===== src/rtl/mmio_timer_slave_pkg.sv =====
// Shared definitions for the memory-mapped timer and its data-port lane logic.
// Register offsets, bit positions and access-width codes are reused by DMEM.
package timer_pkg;

    localparam logic [4:0] REG_CTRL   = 5'h00;
    localparam logic [4:0] REG_LOAD   = 5'h04;
    localparam logic [4:0] REG_COUNT  = 5'h08;
    localparam logic [4:0] REG_STATUS = 5'h0C;
    localparam logic [4:0] REG_PRESC  = 5'h10;

    localparam int CTRL_EN     = 0;
    localparam int CTRL_IE     = 1;
    localparam int CTRL_AUTO   = 2;
    localparam int STAT_EXP    = 0;
    localparam int STAT_ALNERR = 1;

    localparam logic [1:0] W_WORD = 2'b00;
    localparam logic [1:0] W_HALF = 2'b01;
    localparam logic [1:0] W_BYTE = 2'b10;

    typedef enum logic {S_IDLE = 1'b0, S_RUN = 1'b1} timer_state_e;

    // Replace only the byte lanes selected by mask.
    function automatic logic [31:0] merge_lanes(input logic [31:0] old_val,
                                                input logic [31:0] new_val,
                                                input logic [3:0]  mask);
        logic [31:0] res;
        for (int i = 0; i < 4; i++)
            res[8*i +: 8] = mask[i] ? new_val[8*i +: 8] : old_val[8*i +: 8];
        return res;
    endfunction

endpackage


===== src/rtl/mmio_timer_slave_if.sv =====
// CPU data-port bundle shared with DMEM: the CPU drives ena/WR/w/addr/datain_*,
// the responder returns read data combinationally in the same cycle, no wait states.
interface mmio_timer_slave_if;
    logic        ena;
    logic        WR;
    logic [1:0]  w;
    logic [31:0] addr;
    logic [31:0] datain_32;
    logic [15:0] datain_16;
    logic [7:0]  datain_8;
    logic [31:0] dataout_32;
    logic [15:0] dataout_16;
    logic [7:0]  dataout_8;
    logic        sel;

    modport master (
        output ena, WR, w, addr, datain_32, datain_16, datain_8,
        input  dataout_32, dataout_16, dataout_8, sel
    );

    modport slave (
        input  ena, WR, w, addr, datain_32, datain_16, datain_8,
        output dataout_32, dataout_16, dataout_8, sel
    );
endinterface


===== src/rtl/mmio_timer_slave_bus_lane_ctl.sv =====
// Turns access width and low address bits into a byte-write mask, lane-replicated
// write data and a misalignment flag.
module bus_lane_ctl
    import timer_pkg::*;
(
    input  logic [1:0]  i_w,
    input  logic [1:0]  i_off,
    input  logic [31:0] i_datain_32,
    input  logic [15:0] i_datain_16,
    input  logic [7:0]  i_datain_8,
    output logic [3:0]  o_mask,
    output logic [31:0] o_wdata,
    output logic        o_misaligned
);

    always_comb begin
        o_mask       = 4'b1111;
        o_wdata      = i_datain_32;
        o_misaligned = 1'b0;
        case (i_w)
            W_BYTE: begin
                o_mask  = 4'b0001 << i_off;
                o_wdata = {4{i_datain_8}};
            end
            W_HALF: begin
                o_mask       = i_off[1] ? 4'b1100 : 4'b0011;
                o_wdata      = {2{i_datain_16}};
                o_misaligned = i_off[0];
            end
            default: begin
                o_misaligned = (i_off != 2'b00);
            end
        endcase
    end

endmodule


===== src/rtl/mmio_timer_slave.sv =====
// Down-counting timer with prescaler and level interrupt, answering the CPU
// data port in a 0x14-byte window at BASE_ADDR.
module mmio_timer_slave
    import timer_pkg::*;
#(
    parameter logic [31:0] BASE_ADDR = 32'h10020000,
    parameter int          PRE_W     = 16
) (
    input  logic                clk,
    input  logic                rst,
    mmio_timer_slave_if.slave   bus,
    output logic                irq,
    output timer_state_e        o_dbg_state
);

    timer_state_e     r_state, w_state_nxt;
    logic             r_ie, r_auto, r_exp, r_alnerr;
    logic [31:0]      r_load, r_count, w_count_nxt;
    logic [PRE_W-1:0] r_presc, r_precnt, w_precnt_nxt;

    logic [31:0] w_off, w_rd_val, w_wr_new, w_wdata;
    logic [31:0] w_ctrl_rd, w_status_rd, w_presc_rd;
    logic [4:0]  w_idx_off;
    logic [3:0]  w_mask;
    logic        w_sel, w_mis, w_wr, w_rd_ok, w_tick, w_expire;
    logic        w_wr_ctrl, w_wr_load, w_wr_status, w_wr_presc, w_clr_exp, w_clr_aln;

    assign w_off     = bus.addr - BASE_ADDR;
    assign w_sel     = bus.ena && (bus.addr >= BASE_ADDR) && (w_off < 32'd20);
    assign w_idx_off = {w_off[4:2], 2'b00};

    bus_lane_ctl u_lane (
        .i_w          (bus.w),
        .i_off        (w_off[1:0]),
        .i_datain_32  (bus.datain_32),
        .i_datain_16  (bus.datain_16),
        .i_datain_8   (bus.datain_8),
        .o_mask       (w_mask),
        .o_wdata      (w_wdata),
        .o_misaligned (w_mis)
    );

    assign w_wr    = w_sel && bus.WR && !w_mis;
    assign w_rd_ok = w_sel && !bus.WR && !w_mis;

    always_comb begin
        w_ctrl_rd              = '0;
        w_ctrl_rd[CTRL_EN]     = (r_state == S_RUN);
        w_ctrl_rd[CTRL_IE]     = r_ie;
        w_ctrl_rd[CTRL_AUTO]   = r_auto;
        w_status_rd              = '0;
        w_status_rd[STAT_EXP]    = r_exp;
        w_status_rd[STAT_ALNERR] = r_alnerr;
        w_presc_rd             = '0;
        w_presc_rd[PRE_W-1:0]  = r_presc;
        w_rd_val               = '0;
        case (w_idx_off)
            REG_CTRL:   w_rd_val = w_ctrl_rd;
            REG_LOAD:   w_rd_val = r_load;
            REG_COUNT:  w_rd_val = r_count;
            REG_STATUS: w_rd_val = w_status_rd;
            REG_PRESC:  w_rd_val = w_presc_rd;
            default:    w_rd_val = '0;
        endcase
    end

    // The addressed register's current value doubles as the merge base for partial writes.
    assign w_wr_new    = merge_lanes(w_rd_val, w_wdata, w_mask);
    assign w_wr_ctrl   = w_wr && (w_idx_off == REG_CTRL);
    assign w_wr_load   = w_wr && (w_idx_off == REG_LOAD);
    assign w_wr_status = w_wr && (w_idx_off == REG_STATUS);
    assign w_wr_presc  = w_wr && (w_idx_off == REG_PRESC);
    assign w_clr_exp   = w_wr_status && w_mask[0] && w_wdata[STAT_EXP];
    assign w_clr_aln   = w_wr_status && w_mask[0] && w_wdata[STAT_ALNERR];

    assign bus.sel        = w_sel;
    assign bus.dataout_32 = w_rd_ok ? w_rd_val : '0;
    assign bus.dataout_16 = w_rd_ok ? (w_off[1] ? w_rd_val[31:16] : w_rd_val[15:0]) : '0;
    assign bus.dataout_8  = w_rd_ok ? w_rd_val[{w_off[1:0], 3'b000} +: 8] : '0;

    // Any CTRL write suspends counting for that cycle; a 0->1 EN edge restarts from LOAD.
    always_comb begin
        w_state_nxt  = r_state;
        w_count_nxt  = r_count;
        w_precnt_nxt = r_precnt;
        w_tick       = 1'b0;
        w_expire     = 1'b0;
        if (w_wr_ctrl) begin
            w_state_nxt = w_wr_new[CTRL_EN] ? S_RUN : S_IDLE;
            if (r_state == S_IDLE && w_wr_new[CTRL_EN]) begin
                w_count_nxt  = r_load;
                w_precnt_nxt = '0;
            end
        end else if (r_state == S_RUN) begin
            if (r_precnt == r_presc) begin
                w_precnt_nxt = '0;
                w_tick       = 1'b1;
            end else begin
                w_precnt_nxt = r_precnt + 1'b1;
            end
            if (w_tick) begin
                if (r_count != 32'd0) begin
                    w_count_nxt = r_count - 32'd1;
                end else begin
                    w_expire = 1'b1;
                    if (r_auto) w_count_nxt = r_load;
                    else        w_state_nxt = S_IDLE;
                end
            end
        end
    end

    always_ff @(posedge clk) begin
        if (rst) begin
            r_state  <= S_IDLE;
            r_ie     <= 1'b0;
            r_auto   <= 1'b0;
            r_load   <= '0;
            r_count  <= '0;
            r_exp    <= 1'b0;
            r_alnerr <= 1'b0;
            r_presc  <= '0;
            r_precnt <= '0;
        end else begin
            r_state  <= w_state_nxt;
            r_count  <= w_count_nxt;
            r_precnt <= w_precnt_nxt;
            if (w_wr_ctrl) begin
                r_ie   <= w_wr_new[CTRL_IE];
                r_auto <= w_wr_new[CTRL_AUTO];
            end
            if (w_wr_load)  r_load  <= w_wr_new;
            if (w_wr_presc) r_presc <= w_wr_new[PRE_W-1:0];
            if (w_expire)       r_exp <= 1'b1;
            else if (w_clr_exp) r_exp <= 1'b0;
            if (w_sel && w_mis) r_alnerr <= 1'b1;
            else if (w_clr_aln) r_alnerr <= 1'b0;
        end
    end

    assign irq         = r_exp && r_ie;
    assign o_dbg_state = r_state;

endmodule


===== src/flat_wrapper.sv =====
// flat-port wrapper written by rule: the top's interface ports become plain ports
module mmio_timer_slave_flat import timer_pkg::*;
#(
    parameter logic [31:0] BASE_ADDR = 32'h10020000,
    parameter int          PRE_W     = 16
)
  (clk, rst, irq, o_dbg_state, bus_ena, bus_WR, bus_w, bus_addr, bus_datain_32, bus_datain_16, bus_datain_8, bus_dataout_32, bus_dataout_16, bus_dataout_8, bus_sel);
  mmio_timer_slave_if bus_i ();
  input  logic clk;
  input  logic rst;
  output logic irq;
  output timer_state_e o_dbg_state;
  input wire logic [$bits(bus_i.ena)-1:0] bus_ena;
  input wire logic [$bits(bus_i.WR)-1:0] bus_WR;
  input wire logic [$bits(bus_i.w)-1:0] bus_w;
  input wire logic [$bits(bus_i.addr)-1:0] bus_addr;
  input wire logic [$bits(bus_i.datain_32)-1:0] bus_datain_32;
  input wire logic [$bits(bus_i.datain_16)-1:0] bus_datain_16;
  input wire logic [$bits(bus_i.datain_8)-1:0] bus_datain_8;
  output wire logic [$bits(bus_i.dataout_32)-1:0] bus_dataout_32;
  output wire logic [$bits(bus_i.dataout_16)-1:0] bus_dataout_16;
  output wire logic [$bits(bus_i.dataout_8)-1:0] bus_dataout_8;
  output wire logic [$bits(bus_i.sel)-1:0] bus_sel;
  assign bus_i.ena = bus_ena;
  assign bus_i.WR = bus_WR;
  assign bus_i.w = bus_w;
  assign bus_i.addr = bus_addr;
  assign bus_i.datain_32 = bus_datain_32;
  assign bus_i.datain_16 = bus_datain_16;
  assign bus_i.datain_8 = bus_datain_8;
  assign bus_dataout_32 = bus_i.dataout_32;
  assign bus_dataout_16 = bus_i.dataout_16;
  assign bus_dataout_8 = bus_i.dataout_8;
  assign bus_sel = bus_i.sel;
  mmio_timer_slave #(.BASE_ADDR(BASE_ADDR), .PRE_W(PRE_W)) u_core (.clk(clk), .rst(rst), .bus(bus_i), .irq(irq), .o_dbg_state(o_dbg_state));
endmodule

===== config.mk =====
export PLATFORM = sky130hd
export DESIGN_NAME = mmio_timer_slave_flat
export DESIGN_NICKNAME = d
export VERILOG_FILES = /design/src/rtl/mmio_timer_slave_pkg.sv /design/src/rtl/mmio_timer_slave_if.sv /design/src/rtl/mmio_timer_slave_bus_lane_ctl.sv /design/src/rtl/mmio_timer_slave.sv /design/src/flat_wrapper.sv
export SDC_FILE = /design/constraint.sdc
export NUM_CORES = 1
export LEC_CHECK = 0
export ABC_AREA = 0
export BUFFER_PORTS_ARGS = -buffer_cell sky130_fd_sc_hd__buf_4
export CAP_MARGIN = 20
export CORE_ASPECT_RATIO = 2
export CORE_MARGIN = 3
export CORE_UTILIZATION = 52
export DETAILED_ROUTE_END_ITERATION = 10
export MAX_ROUTING_LAYER = met4
export PLACE_DENSITY = 0.89
export SETUP_SLACK_MARGIN = 0.5
export SYNTH_ARGS = -nofsm -noshare
export SYNTH_HDL_FRONTEND = slang
export SYNTH_SLANG_ARGS = --single-unit

===== constraint.sdc =====
create_clock -name clk -period 2.4 [get_ports clk]
set_input_delay 0.12 -clock clk [delete_from_list [all_inputs] [get_ports clk]]
set_output_delay 0.12 -clock clk [all_outputs]
set_load 0.05 [all_outputs]

==> summary.txt, run 1 <==
Run status
  – Error msg: [ERROR GRT-0116] Global routing finished with congestion. Check the congestion regions in the DRC Viewer.
  – Status: aborted with a tool error
  – Last stage: global routing

Logic synthesis
  – Synth Flop Type: dfxtp_1
  – Synth warn: 0
  – Net Count, Synth: roughly 1100
  – Netlist cell types: 78
  – Post-Syn Instances: 1027
  – Synthesized cell area: 8085 um^2
  – Syn avg cell area: about 8 um^2
  – Seq/Total Area, Yosys: between 20% and 30%
  – Asr flop ratio synth: 0%
  – Post-synthesis register bit count: 101
  – EDFF count, synth: 0

Place
  – Input/output buffers: 152
  – DP Wirelength: roughly 27 mm
  – Routability cong.: between 1 and 1.5
  – Post-place setup slack: -101.9 ps

Clock network
  – Num CTS Buffers: 9
  – H-Tree Depth: 3
  – CTS Hold Bufs: 0
  – CTS max path bufs: 2
  – Clock root buffer: clkbuf_16
  – Clock sink count: 101

GRT
  – Tot GR Track Use: roughly two thirds
  – Number of global-route vias before repair: 12900
  – Largest net degree at the start of global routing: between 50 and 60
  – GRT overflow: 5
  – First-pass GRT wire length: 82.08 mm

Floorplan
  – Die X: 94.17 um
  – FP Rows: 63
  – Initial core utilization: 53.70%
  – Die height: approximately 180 um
  – Io pins: around 150
==> synth_stat cells (12+ instances only) <==
cell type	number	area share, %
nor2b_1	24	1.9
a21oi_1	45	2.8
dfxtp_1	101	25
a22oi_1	50	4.6
o211ai_1	13	1.2
inv_1	62	2.9
mux2i_1	47	5.8
clkbuf_1	57	2.6
nand3_1	23	1.4
nor2_1	100	4.6
a32o_1	13	1.6
a2bb2oi_1	22	2.4
nand2_1	53	2.5
o21ai_0	40	2.5
nor3_1	35	2.2
o21a_1	13	1.2
or3_1	12	0.93
mux2_2	31	4.3
xnor2_1	17	1.8
o32ai_1	30	3.2
nand4_1	19	1.5
nor4_1	15	1.2
buf_2	25	1.5
==> cells by family after synthesis <==
group / after synthesis / share of synthesized area [%]
AOI/OAI and AO/OA: 324 / 30.67
xor gates and xnor gates: 18 / 1.950
adders and majority gates: 6 / 0.9285
buffers and inverters: 154 / 7.861
DFF: 101 / 25.01
muxes: 82 / 11.11
and+or+nand+nor: 342 / 22.47
==> routing by layer <==
metal	global-route usage (%)	GRT overflow
met1	63.31	0
met2	82.60	1
met3	46.82	2
met4	63.77	2
met5	-	-
==> what timing repair did <==
action | 4_1_cts
buffers inserted | 42
resized for setup | 160
pin swaps | 41
setup endpoints to repair | 147
gates cloned | 12
==> stage by stage <==
stage	TNS (ps)	util (%)	instances	cell area [um^2]
CTS	0	83.19	1486	12520
global placement	-97.64	72.88	1416	10970
floorplan	-347.1	-	1027	9123
detailed placement	-2419	72.88	1416	10970
==> run 2, diff against run 1 <==
--- a/config.mk
+++ b/config.mk
@@ -8,13 +8,10 @@
 export ABC_AREA = 0
 export BUFFER_PORTS_ARGS = -buffer_cell sky130_fd_sc_hd__buf_4
 export CAP_MARGIN = 20
-export CORE_ASPECT_RATIO = 2
 export CORE_MARGIN = 3
-export CORE_UTILIZATION = 52
+export CORE_UTILIZATION = 40
 export DETAILED_ROUTE_END_ITERATION = 10
-export MAX_ROUTING_LAYER = met4
-export PLACE_DENSITY = 0.89
-export SETUP_SLACK_MARGIN = 0.5
+export PLACE_DENSITY_LB_ADDON = 0.15
 export SYNTH_ARGS = -nofsm -noshare
 export SYNTH_HDL_FRONTEND = slang
 export SYNTH_SLANG_ARGS = --single-unit
==> constraint.sdc (replaced) <==
create_clock -name clk -period 3.1 [get_ports clk]
set_input_delay 0.155 -clock clk [delete_from_list [all_inputs] [get_ports clk]]
set_output_delay 0.155 -clock clk [all_outputs]
set_load 0.05 [all_outputs]
==> summary.txt, run 2 <==
Run status
  – Status: complete, no violations

Logic synthesis
  – Post-Syn Instances: ~1000
  – Cell taking the most area after synthesis: dfxtp_1
  – Post-synthesis register bit count: 101
  – EDFF count, synth: 0
  – Syn avg cell area: 7.873 um^2
  – Synth warn: 0
  – Post-synth top area share: ~25%
  – Most frequent cell after synthesis: dfxtp_1
  – Largest cells by area after synthesis: dfxtp_1 (25%), mux2i_1 (5.8%), a22oi_1 (4.6%), nor2_1 (4.6%), mux2_2 (4.3%)
  – Seq/Total Area, Yosys: approximately a quarter
  – Synth Flop Type: dfxtp_1
  – Asr flop ratio synth: 0%
  – Synthesized cell area: approximately 8100 um^2
  – Most common library cells after synthesis: dfxtp_1 (101), nor2_1 (100), inv_1 (62)
  – Net Count, Synth: about 1100
  – Netlist cell types: just under 80

STA
  – Fin. max-slew vios: 0
  – Fin Setup TNS: 0 ps
  – Least-Margin Pin Slew: between 1000 and 1500 ps
  – RSZ-0062 raised after global routing: false
  – Min Hold Slack: just over 300 ps
  – Hold Vio Cnt, Final: 0
  – Final setup viols: 0
  – Final period util: 95.49%
  – Final min period: ~3000 ps
  – Max-Slew Margin vs Limit: about a third
  – Skew final: just over 8 ps
  – Fmax: 337.8 MHz

Clock network
  – CTS max path bufs: 2
  – CTS tree: yes
  – Clk pin slew, worst setup/hold paths: 70 ps
  – Num CTS Buffers: 9
  – CTS Hold Bufs: 0
  – Clock sink count: roughly 100
  – Clock root buffer: clkbuf_16
  – H-Tree Depth: 3
  – Clock latency on the worst-skew pair: approximately 360 ps

Place
  – Placed cell areas: roughly 9700 um^2
  – Input/output buffers: around 150
  – DP Wirelength: 25.01 mm
  – Routability cong.: approximately 0.93

Critical path
  – Critical Path AT: ~2800 ps
  – CP max stage delay: 600 ps
  – Crit path kind: primary input to primary output
  – Slowest cell on crit path: or3_2
  – Worst path bufs/invs: 4
  – Delay-heaviest family, CP: simple AND/OR/NAND/NOR gates
  – Most used cell, CP: buf_4
  – Crit path max fanout: 16
  – Startpoint types: primary input
  – Critical Path RT: a little under 3000 ps
  – Worst setup EP type: primary output
  – CP Cell Sequence: buf_4 -> inv_1 -> ha_1 -> xnor2_1 -> nand4_2 -> nor3_1 -> o2111ai_1 -> or3_2 -> buf_4 -> a211oi_1 -> buf_4

Floorplan
  – FP Rows: a little over 50
  – Initial core utilization: between 40 and 50%
  – Io pins: 153
  – Die height: approximately 150 um
  – Core footprint: about 20000 um^2
  – Die Area: 21950 um^2
  – Die X: 148.2 um

Route
  – Initial DRT Pass Iterations: 6
  – Vias: between 9000 and 10000
  – DRT Wirelength: 32.90 mm
  – Initial DRC count: between 1000 and 1500
  – DRT antenna net count: 0
  – Number of vias per cell: between 6 and 7
  – Residual DRC count: 0
  – Wire per inst: between 20 and 25 um

Job
  – Max-Cap Viols: 0

Pwr
  – Sw frac: 29.05%
  – Pint: 2.211 mW
  – Combinational share of power: 16.1%
  – Psw: ~910 uW
  – Clock power share: 42.3%
  – Worst vdd ir: ~0.00024 V
  – Power Dens Cells: slightly above 300 nW/um^2
  – Overall Power: roughly 3.1 mW
  – Sequential share of power: between 40% and 50%
  – Lkg Pwr: between 3 and 4 nW

Layout
  – Largest regs: u_core.r_count (32), u_core.r_load (32)
  – Area grow syn2layout: 23.88%
  – Commonest non-fill, non-tap cells in the layout: buf_4 (215), dfxtp_1 (101), nor2_1 (100)
  – Nets: around 1300
  – ANT cells: 0
  – Layout cells sized above 1: a little over a quarter
  – Commonest non-fill, non-tap cell in the layout: buf_4
  – Final instance area: 10020 um^2

Worst hold path
  – Worst hold path type: primary input to register

GRT
  – Initial antenna violation count: 1
  – GRT overflow: 0
  – Number of global-route vias before repair: about 8600
  – Tot GR Track Use: between 20% and 30%
  – Largest net degree at the start of global routing: 53
  – First-pass GRT wire length: just over 50 mm
==> run 2: cell counts after synthesis <==
No cell type changed its count.
==> run 2: cell type report <==
type | instances | area, um^2
Timing Repair Buffer | 215 | 1614
Tap cell | 265 | 331.6
Multi-Input combinational cell | 772 | 5477
Clock buffer | 9 | 225.2
Clock inverter | 7 | 106.4
Sequential cell | 101 | 2022
Fill cell | 1968 | 9638
Inverter | 64 | 240.2
==> run 2: per-stage QoR <==
stage	setup WS [ps]	cells	utilization (%)
2_1_floorplan	11.39	1027	-
3_3_place_gp	112.2	1417	49.19
3_5_place_dp	118.3	1417	49.19
4_1_cts	148.8	1433	50.88
5_1_grt	11.64	1433	50.96
6_report	139.9	1433	50.96
==> run 2: routing by layer <==
metal	wire length [um]	vias to the layer above	global-route usage [%]
met5	13	-	0
met4	969	2	9.145
met3	3117	71	6.856
met2	14840	455	45.92
met1	13960	4349	39.26
li1	-	4173	-
==> run 2: kinds of logic after synthesis <==
group,synth area share (%)
buffers and inverters,7.861
adders and majority gates,0.9285
xor gates and xnor gates,1.950
muxes,11.11
and+or+nand+nor,22.47
AOI/OAI and AO/OA,30.67
DFF,25.01
==> run 2: worst paths after layout <==
| check | from | to | slack (ps) | depth (start not counted) |
|---|---|---|---|---|
| setup reg to reg | u_core.r_count[15] | u_core.r_count[31] | 220 | 7 |
| setup / recovery | bus_addr[17] | bus_dataout_16[10] | 140 | 11 |
| hold / removal | rst | u_core.r_auto | 310 | 2 |
| hold reg to reg | u_core.r_alnerr | u_core.r_alnerr | 480 | 2 |
==> run 2: power groups by stage <==
stage	Combinational [mW]	Sequential [mW]	Clock, mW
floorplan	0.249	1.33	0
global placement	0.482	1.33	0
detailed placement	0.485	1.33	0
CTS	0.486	1.30	1.31
global route	0.534	1.30	1.36
finish	0.502	1.30	1.32
==> run 2: what timing repair did <==
action                                  4_1_cts  5_1_grt
endpoints found under the setup margin        0        3
resized for setup                             0        3
buffers inserted                              0        0
(Power assumes the default switching activity.)
==> run 3, diff against run 2 <==
--- a/config.mk
+++ b/config.mk
@@ -9,9 +9,11 @@
 export BUFFER_PORTS_ARGS = -buffer_cell sky130_fd_sc_hd__buf_4
 export CAP_MARGIN = 20
 export CORE_MARGIN = 3
-export CORE_UTILIZATION = 40
+export CORE_UTILIZATION = 30
 export DETAILED_ROUTE_END_ITERATION = 10
+export HOLD_SLACK_MARGIN = 0.06
 export PLACE_DENSITY_LB_ADDON = 0.15
+export RECOVER_POWER = 25
 export SYNTH_ARGS = -nofsm -noshare
 export SYNTH_HDL_FRONTEND = slang
 export SYNTH_SLANG_ARGS = --single-unit
==> summary.txt, run 3 (synthesis gave the netlist of run 2 again) <==
Run status
  – Status: complete, no violations

Critical path
  – Critical Path RT: ~3300 ps
  – Crit path max fanout: 27
  – CP max stage delay: 680 ps
  – Worst path depth: 7
  – Critical Path AT: 3150 ps
  – CP Launch Point: u_core.r_count[6]
  – Startpoint types: register
  – Crit path kind: register to register
  – FF-to-FF path depth: 7
  – Worst setup EP type: register
  – R2R Path End: u_core.r_count[15]
  – Worst path bufs/invs: 1
  – Critical Path End: u_core.r_count[15]
  – Reg2Reg Setup Slack: 180 ps
  – Delay-heaviest family, CP: simple AND/OR/NAND/NOR gates
  – Slowest cell on crit path: or4_1
  – FF-to-FF Start: u_core.r_count[6]
  – CP Cell Sequence: or4_1 -> nor4_4 -> nand3_1 -> a21boi_4 -> buf_12 -> a22oi_1 -> o32ai_1

Layout
  – Non-filler cells, final: 1500
  – Largest regs: u_core.r_count (32), u_core.r_load (32)
  – Commonest non-fill, non-tap cells in the layout: buf_4 (202), dfxtp_1 (101), nor2_1 (100)
  – Filler instances: between 2000 and 3000
  – Layout cells sized above 1: approximately 25%
  – Final core utilization: a little under two fifths
  – Commonest non-fill, non-tap cell in the layout: buf_4
  – Area grow syn2layout: 23.92%
  – ANT cells: 0
  – Final instance area: between 10000 and 15000 um^2
  – Nets: around 1300

Clock network
  – H-Tree Depth: 3
  – Clock latency on the worst-skew pair: between 300 and 400 ps
  – Clk pin slew, worst setup/hold paths: approximately 80 ps
  – Clock root buffer: clkbuf_16
  – Post-CTS setup buffer count: 0
  – CTS tree: yes
  – CTS max path bufs: 2
  – Clock sink count: ~100
  – Num CTS Buffers: 9

Pwr
  – Worst vdd ir: approximately 0.0003 V
  – Lkg Pwr: about 3.8 nW
  – Power Dens Cells: ~300 nW/um^2

GRT
  – Number of global-route vias before repair: 8482
  – Tot GR Track Use: 23.30%
  – Largest net degree at the start of global routing: 53
  – GRT overflow: 0
  – First-pass GRT wire length: around 52 mm
  – Initial antenna violation count: 0

STA
  – Fin. max-slew vios: 0
  – RSZ-0062 raised after global routing: false
  – Max-Slew Margin vs Limit: 31.24%
  – Skew final: approximately 14 ps
  – Final setup viols: 0
  – Fin Setup TNS: 0 ps
  – Fmax: about 340 MHz
  – Least-Margin Pin Slew: approximately 1000 ps
  – Hold Vio Cnt, Final: 0
  – Final min period: ~2900 ps
  – Final period util: between 90% and 100%

Route
  – Residual DRC count: 0
  – DRT Wirelength: between 30 and 40 mm
  – Initial DRC count: a little under 900
  – DRT antenna net count: 0
  – Number of vias per cell: between 5 and 6
  – Initial DRT Pass Iterations: 5
  – Vias: approximately 8900
  – Wire per inst: 23.67 um

Place
  – DP Wirelength: roughly 27 mm
  – Routability cong.: 0.9090
  – Input/output buffers: around 150
  – Placed cell areas: between 9000 and 10000 um^2
  – Placed insts: 1483

Floorplan
  – Die X: between 150 and 200 um
  – Core footprint: about 26000 um^2
  – Die Area: just under 30000 um^2
  – Initial core utilization: between 30% and 40%
  – FP Rows: about 60
  – Io pins: approximately 150
  – Die height: between 150 and 200 um

Worst hold path
  – Worst hold path type: primary input to register
  – Hold wc startpoint: rst

Job
  – Max-Cap Viols: 0
==> run 3: cell count changes in the layout (fill, tap and decap cells not counted), moves of 2 or more <==
cell       change
bufinv_16      -2
clkbuf_1       +6
buf_4         -13
buf_12         +2
==> run 3: per-layer routing <==
layer | wire length, um | GRT usage, % | vias up
met5 | 74 | 2.007 | -
met4 | 845 | 6.032 | 2
met3 | 3054 | 4.135 | 52
met2 | 15910 | 37.13 | 395
met1 | 15610 | 32.41 | 4289
li1 | - | - | 4173
==> run 3: worst register-to-register path, stage by stage, from the launching register on <==
cell and delay, ps:
dfxtp_1 360, or4_1 680, nor4_4 430, nand3_1 390, a21boi_4 350, buf_12 260, a22oi_1 220, o32ai_1 100
==> run 3: how the worst min path moves through the flow <==
stage,endpoint,slack (ps),depth (start not counted)
6_report,u_core.r_alnerr,230,2
5_1_grt,u_core.r_alnerr,270,2
2_1_floorplan,u_core.r_alnerr,440,2
4_1_cts,u_core.r_alnerr,220,2
3_5_place_dp,u_core.r_alnerr,460,2
3_3_place_gp,u_core.r_alnerr,460,2
==> run 3: timing repair <==
action,in CTS,in global routing
gates resized for setup,0,3
hold buffers,0,0
endpoints found under the setup margin,0,6
==> run 3: final cells by class <==
class / count / area, um^2 / share of cell area [%]
Sequential cell: 101 / 2022 / 20.18
Inverter: 64 / 240.2 / 2.398
Clock inverter: 5 / 42.54 / 0.4246
Clock buffer: 11 / 242.7 / 2.423
Tap cell: 335 / 419.2 / 4.183
Multi-Input combinational cell: 773 / 5461 / 54.51
Timing Repair Buffer: 211 / 1592 / 15.88
==> run 3: report_power, final <==
part / switching, mW / total (mW) / leakage [nW] / internal (mW)
registers: 0.000000000198 / 1.30 / 0.813 / 1.30
clock network: 0.567 / 1.14 / 0.137 / 0.578
logic: 0.313 / 0.505 / 2.84 / 0.192
total: 0.880 / 2.95 / 3.79 / 2.07
==> run 3: through the flow <==
stage,hold WS [ps],setup slack [ps],total power [mW]
finish,229.3,183.1,2.946
global route,272.1,43.83,3.042
CTS,221.5,166.9,2.963
detailed placement,462.0,121.0,1.822
global placement,457.4,185.9,1.822
floorplan,437.8,11.39,1.576
==> run 4, diff against run 3 <==
--- a/config.mk
+++ b/config.mk
@@ -5,7 +5,7 @@
 export SDC_FILE = /design/constraint.sdc
 export NUM_CORES = 1
 export LEC_CHECK = 0
-export ABC_AREA = 0
+export ABC_AREA = 1
 export BUFFER_PORTS_ARGS = -buffer_cell sky130_fd_sc_hd__buf_4
 export CAP_MARGIN = 20
 export CORE_MARGIN = 3
@@ -14,6 +14,7 @@
 export HOLD_SLACK_MARGIN = 0.06
 export PLACE_DENSITY_LB_ADDON = 0.15
 export RECOVER_POWER = 25
+export SLEW_MARGIN = 30
 export SYNTH_ARGS = -nofsm -noshare
 export SYNTH_HDL_FRONTEND = slang
 export SYNTH_SLANG_ARGS = --single-unit
==> summary.txt, run 4 <==
Run status
  – Status: complete, no violations

GRT
  – Initial antenna violation count: 0
  – Tot GR Track Use: between 20% and 30%
  – Number of global-route vias before repair: 8460
  – Largest net degree at the start of global routing: between 50 and 60
  – GRT overflow: 0
  – First-pass GRT wire length: around 48 mm

Route
  – Top Metal Used: met4
  – WL met3: ~2.1 mm
  – Metal-1 WL: 14.75 mm
  – Number of vias per cell: ~5.0
  – Residual DRC count: 0
  – Wire per inst: ~17 um
  – Initial DRT Pass Iterations: 5
  – Met2 routed WL: ~13 mm
  – DRT Wirelength: slightly above 30 mm
  – Initial DRC count: between 800 and 900
  – Vias: 8926
  – DRT antenna net count: 0

Worst hold path
  – Worst hold path type: primary input to register

Floorplan
  – Initial core utilization: 31.07%
  – FP Rows: 57
  – Die height: 166.1 um
  – Die X: 166.1 um
  – Die Area: approximately 28000 um^2
  – Core footprint: roughly 25000 um^2
  – Io pins: roughly 150

Critical path
  – Worst setup EP type: primary output
  – Most used cell, CP: nand2_1
  – Crit path kind: primary input to primary output
  – Crit path max fanout: 27
  – Slowest cell on crit path: a211oi_1
  – Critical Path AT: approximately 2700 ps
  – Worst path bufs/invs: 5
  – CP Cell Sequence: clkbuf_1 -> inv_1 -> ha_1 -> nand2_1 -> inv_1 -> nand2_1 -> nor2_1 -> nand2_1 -> nor2_1 -> nand3_1 -> nor2_2 -> and3_1 -> nand2_2 -> buf_4 -> a211oi_1 -> buf_4
  – Critical Path RT: approximately 2900 ps
  – Startpoint types: primary input
  – CP max stage delay: between 300 and 400 ps
  – Delay-heaviest family, CP: simple AND/OR/NAND/NOR gates

Job
  – Max-Cap Viols: 0

Layout
  – ANT cells: 0
  – Commonest non-fill, non-tap cells in the layout: nand2_1 (318), nor2_1 (209), buf_4 (185)
  – Largest regs: u_core.r_count (32), u_core.r_load (32)
  – Area grow syn2layout: 25.37%
  – Non-filler cells, final: about 1800
  – Nets: 1561
  – Layout cells sized above 1: between 15 and 20%
  – Commonest non-fill, non-tap cell in the layout: nand2_1

Logic synthesis
  – EDFF count, synth: 0
  – Net Count, Synth: roughly 1400
  – Synth warn: 0
  – Netlist cell types: 47
  – Synth Flop Type: dfxtp_1
  – Post-synthesis register bit count: 101
  – Post-Syn Instances: roughly 1300
  – Synthesized cell area: 7690 um^2
  – Most common library cells after synthesis: nand2_1 (319), nor2_1 (207), inv_1 (164)
  – Seq/Total Area, Yosys: a little over a quarter
  – Post-synth top area share: 26.29%
  – Cell taking the most area after synthesis: dfxtp_1
  – Largest cells by area after synthesis: dfxtp_1 (26%), nand2_1 (16%), nor2_1 (10%), o21ai_0 (8.5%), inv_1 (8.0%)
  – Asr flop ratio synth: 0%
  – Most frequent cell after synthesis: nand2_1
  – Syn avg cell area: 5.848 um^2

Place
  – Input/output buffers: 152
  – DP Wirelength: between 20 and 25 mm
  – Placed insts: between 1500 and 2000
  – Post-place setup slack: 229.5 ps
  – Routability cong.: approximately 0.95

Clock network
  – Post-CTS setup buffer count: 0
  – CTS tree: yes
  – Clock sink count: a little over 100
  – Clock latency on the worst-skew pair: 380 ps
  – Post-cts sizing count: 0
  – Num CTS Buffers: 9
  – Clock root buffer: clkbuf_16
  – CTS max path bufs: 2
  – H-Tree Depth: 3
  – CTS Hold Bufs: 0
  – Clk pin slew, worst setup/hold paths: approximately 80 ps

STA
  – Max-Slew Margin vs Limit: about 37%
  – Skew final: between 10 and 15 ps
  – Final setup viols: 0
  – RSZ-0062 raised after global routing: false
  – Final period util: approximately 92%
  – Hold Vio Cnt, Final: 0
  – Fin. max-slew vios: 0
  – Fmax: ~350 MHz
  – Worst Slack Setup Final: about 230 ps
  – Final min period: ~2900 ps
  – Least-Margin Pin Slew: roughly 950 ps

Pwr
  – Lkg Pwr: around 4.5 nW
  – Worst vdd ir: around 0.00024 V
  – Overall Power: 2.988 mW
  – Power Dens Cells: between 300 and 400 nW/um^2
run 4: cell count changes in the layout (fill, tap and decap cells not counted), moves of 30 or more:
cell	change
mux2_2	-31
a22oi_1	-49
mux2i_1	-47
o21ai_0	+91
xor2_1	+38
o32ai_1	-30
nor2_1	+109
inv_1	+102
nand2_1	+264
run 4: worst reg2reg max path, delay by kind of cell (launching register included):
| kind | cells | cell delay [ps] |
|---|---|---|
| xor+xnor | 1 | 190 |
| simple gates | 8 | 1730 |
| flops | 1 | 370 |
| compound gates | 1 | 80 |
| buf+inv | 1 | 120 |
run 4: final cells by class:
| type | instances | area, um^2 |
|---|---|---|
| multi-input cells | 974 | 4756 |
| clock inverters | 7 | 81.33 |
| inverters | 181 | 679.4 |
| clock buffers | 9 | 225.2 |
| repair buffers | 194 | 1471 |
| well taps | 324 | 405.4 |
| flip-flops and latches | 101 | 2022 |
| fillers | 2740 | 15110 |
run 4: path summary, 6_finish.rpt:
path	start	to	slack, ps	depth (start not counted)
setup / recovery	bus_addr[17]	bus_dataout_8[2]	230	16
hold / removal	rst	u_core.o_dbg_state	100	2
setup reg to reg	u_core.r_count[5]	u_core.r_count[29]	530	11
hold reg to reg	u_core.r_load[19]	u_core.r_load[19]	480	2
run 4: routing by layer:
| layer | vias to the layer above | global-route usage [%] |
|---|---|---|
| li1 | 4503 | - |
| met1 | 4012 | 30.72 |
| met2 | 367 | 32.68 |
| met3 | 44 | 4.166 |
| met4 | 0 | 7.920 |
| met5 | - | 0 |
run 4: where the power goes:
group	leakage (nW)	internal, mW	switching (mW)	total, mW
Combinational	3.55	0.178	0.303	0.481
Clock	0.153	0.585	0.627	1.21
Sequential	0.813	1.30	0.000000000195	1.30
Total	4.51	2.06	0.929	2.99
run 4: metrics by stage:
| step | util [%] | setup TNS [ps] | cell area (um^2) | hold WS [ps] |
|---|---|---|---|---|
| 6_report | 38.96 | 0 | 9641 | 98.30 |
| 3_5_place_dp | 37.91 | 0 | 9382 | 460.5 |
| 3_3_place_gp | 37.91 | 0 | 9382 | 457.9 |
| 4_1_cts | 39.15 | 0 | 9688 | 80.48 |
| 5_1_grt | 38.96 | 0 | 9641 | 93.81 |
| 2_1_floorplan | - | -2017 | 7742 | 317.9 |
run 4: cell families after synthesis:
group           count (synthesis)  share of synthesized area [%]
simple gates                  644                          35.23
compound gates                278                          20.01
buf+inv                       240                          12.25
flops                         101                          26.29
xor+xnor                       46                          5.239
fa+ha+maj                       6                         0.9762
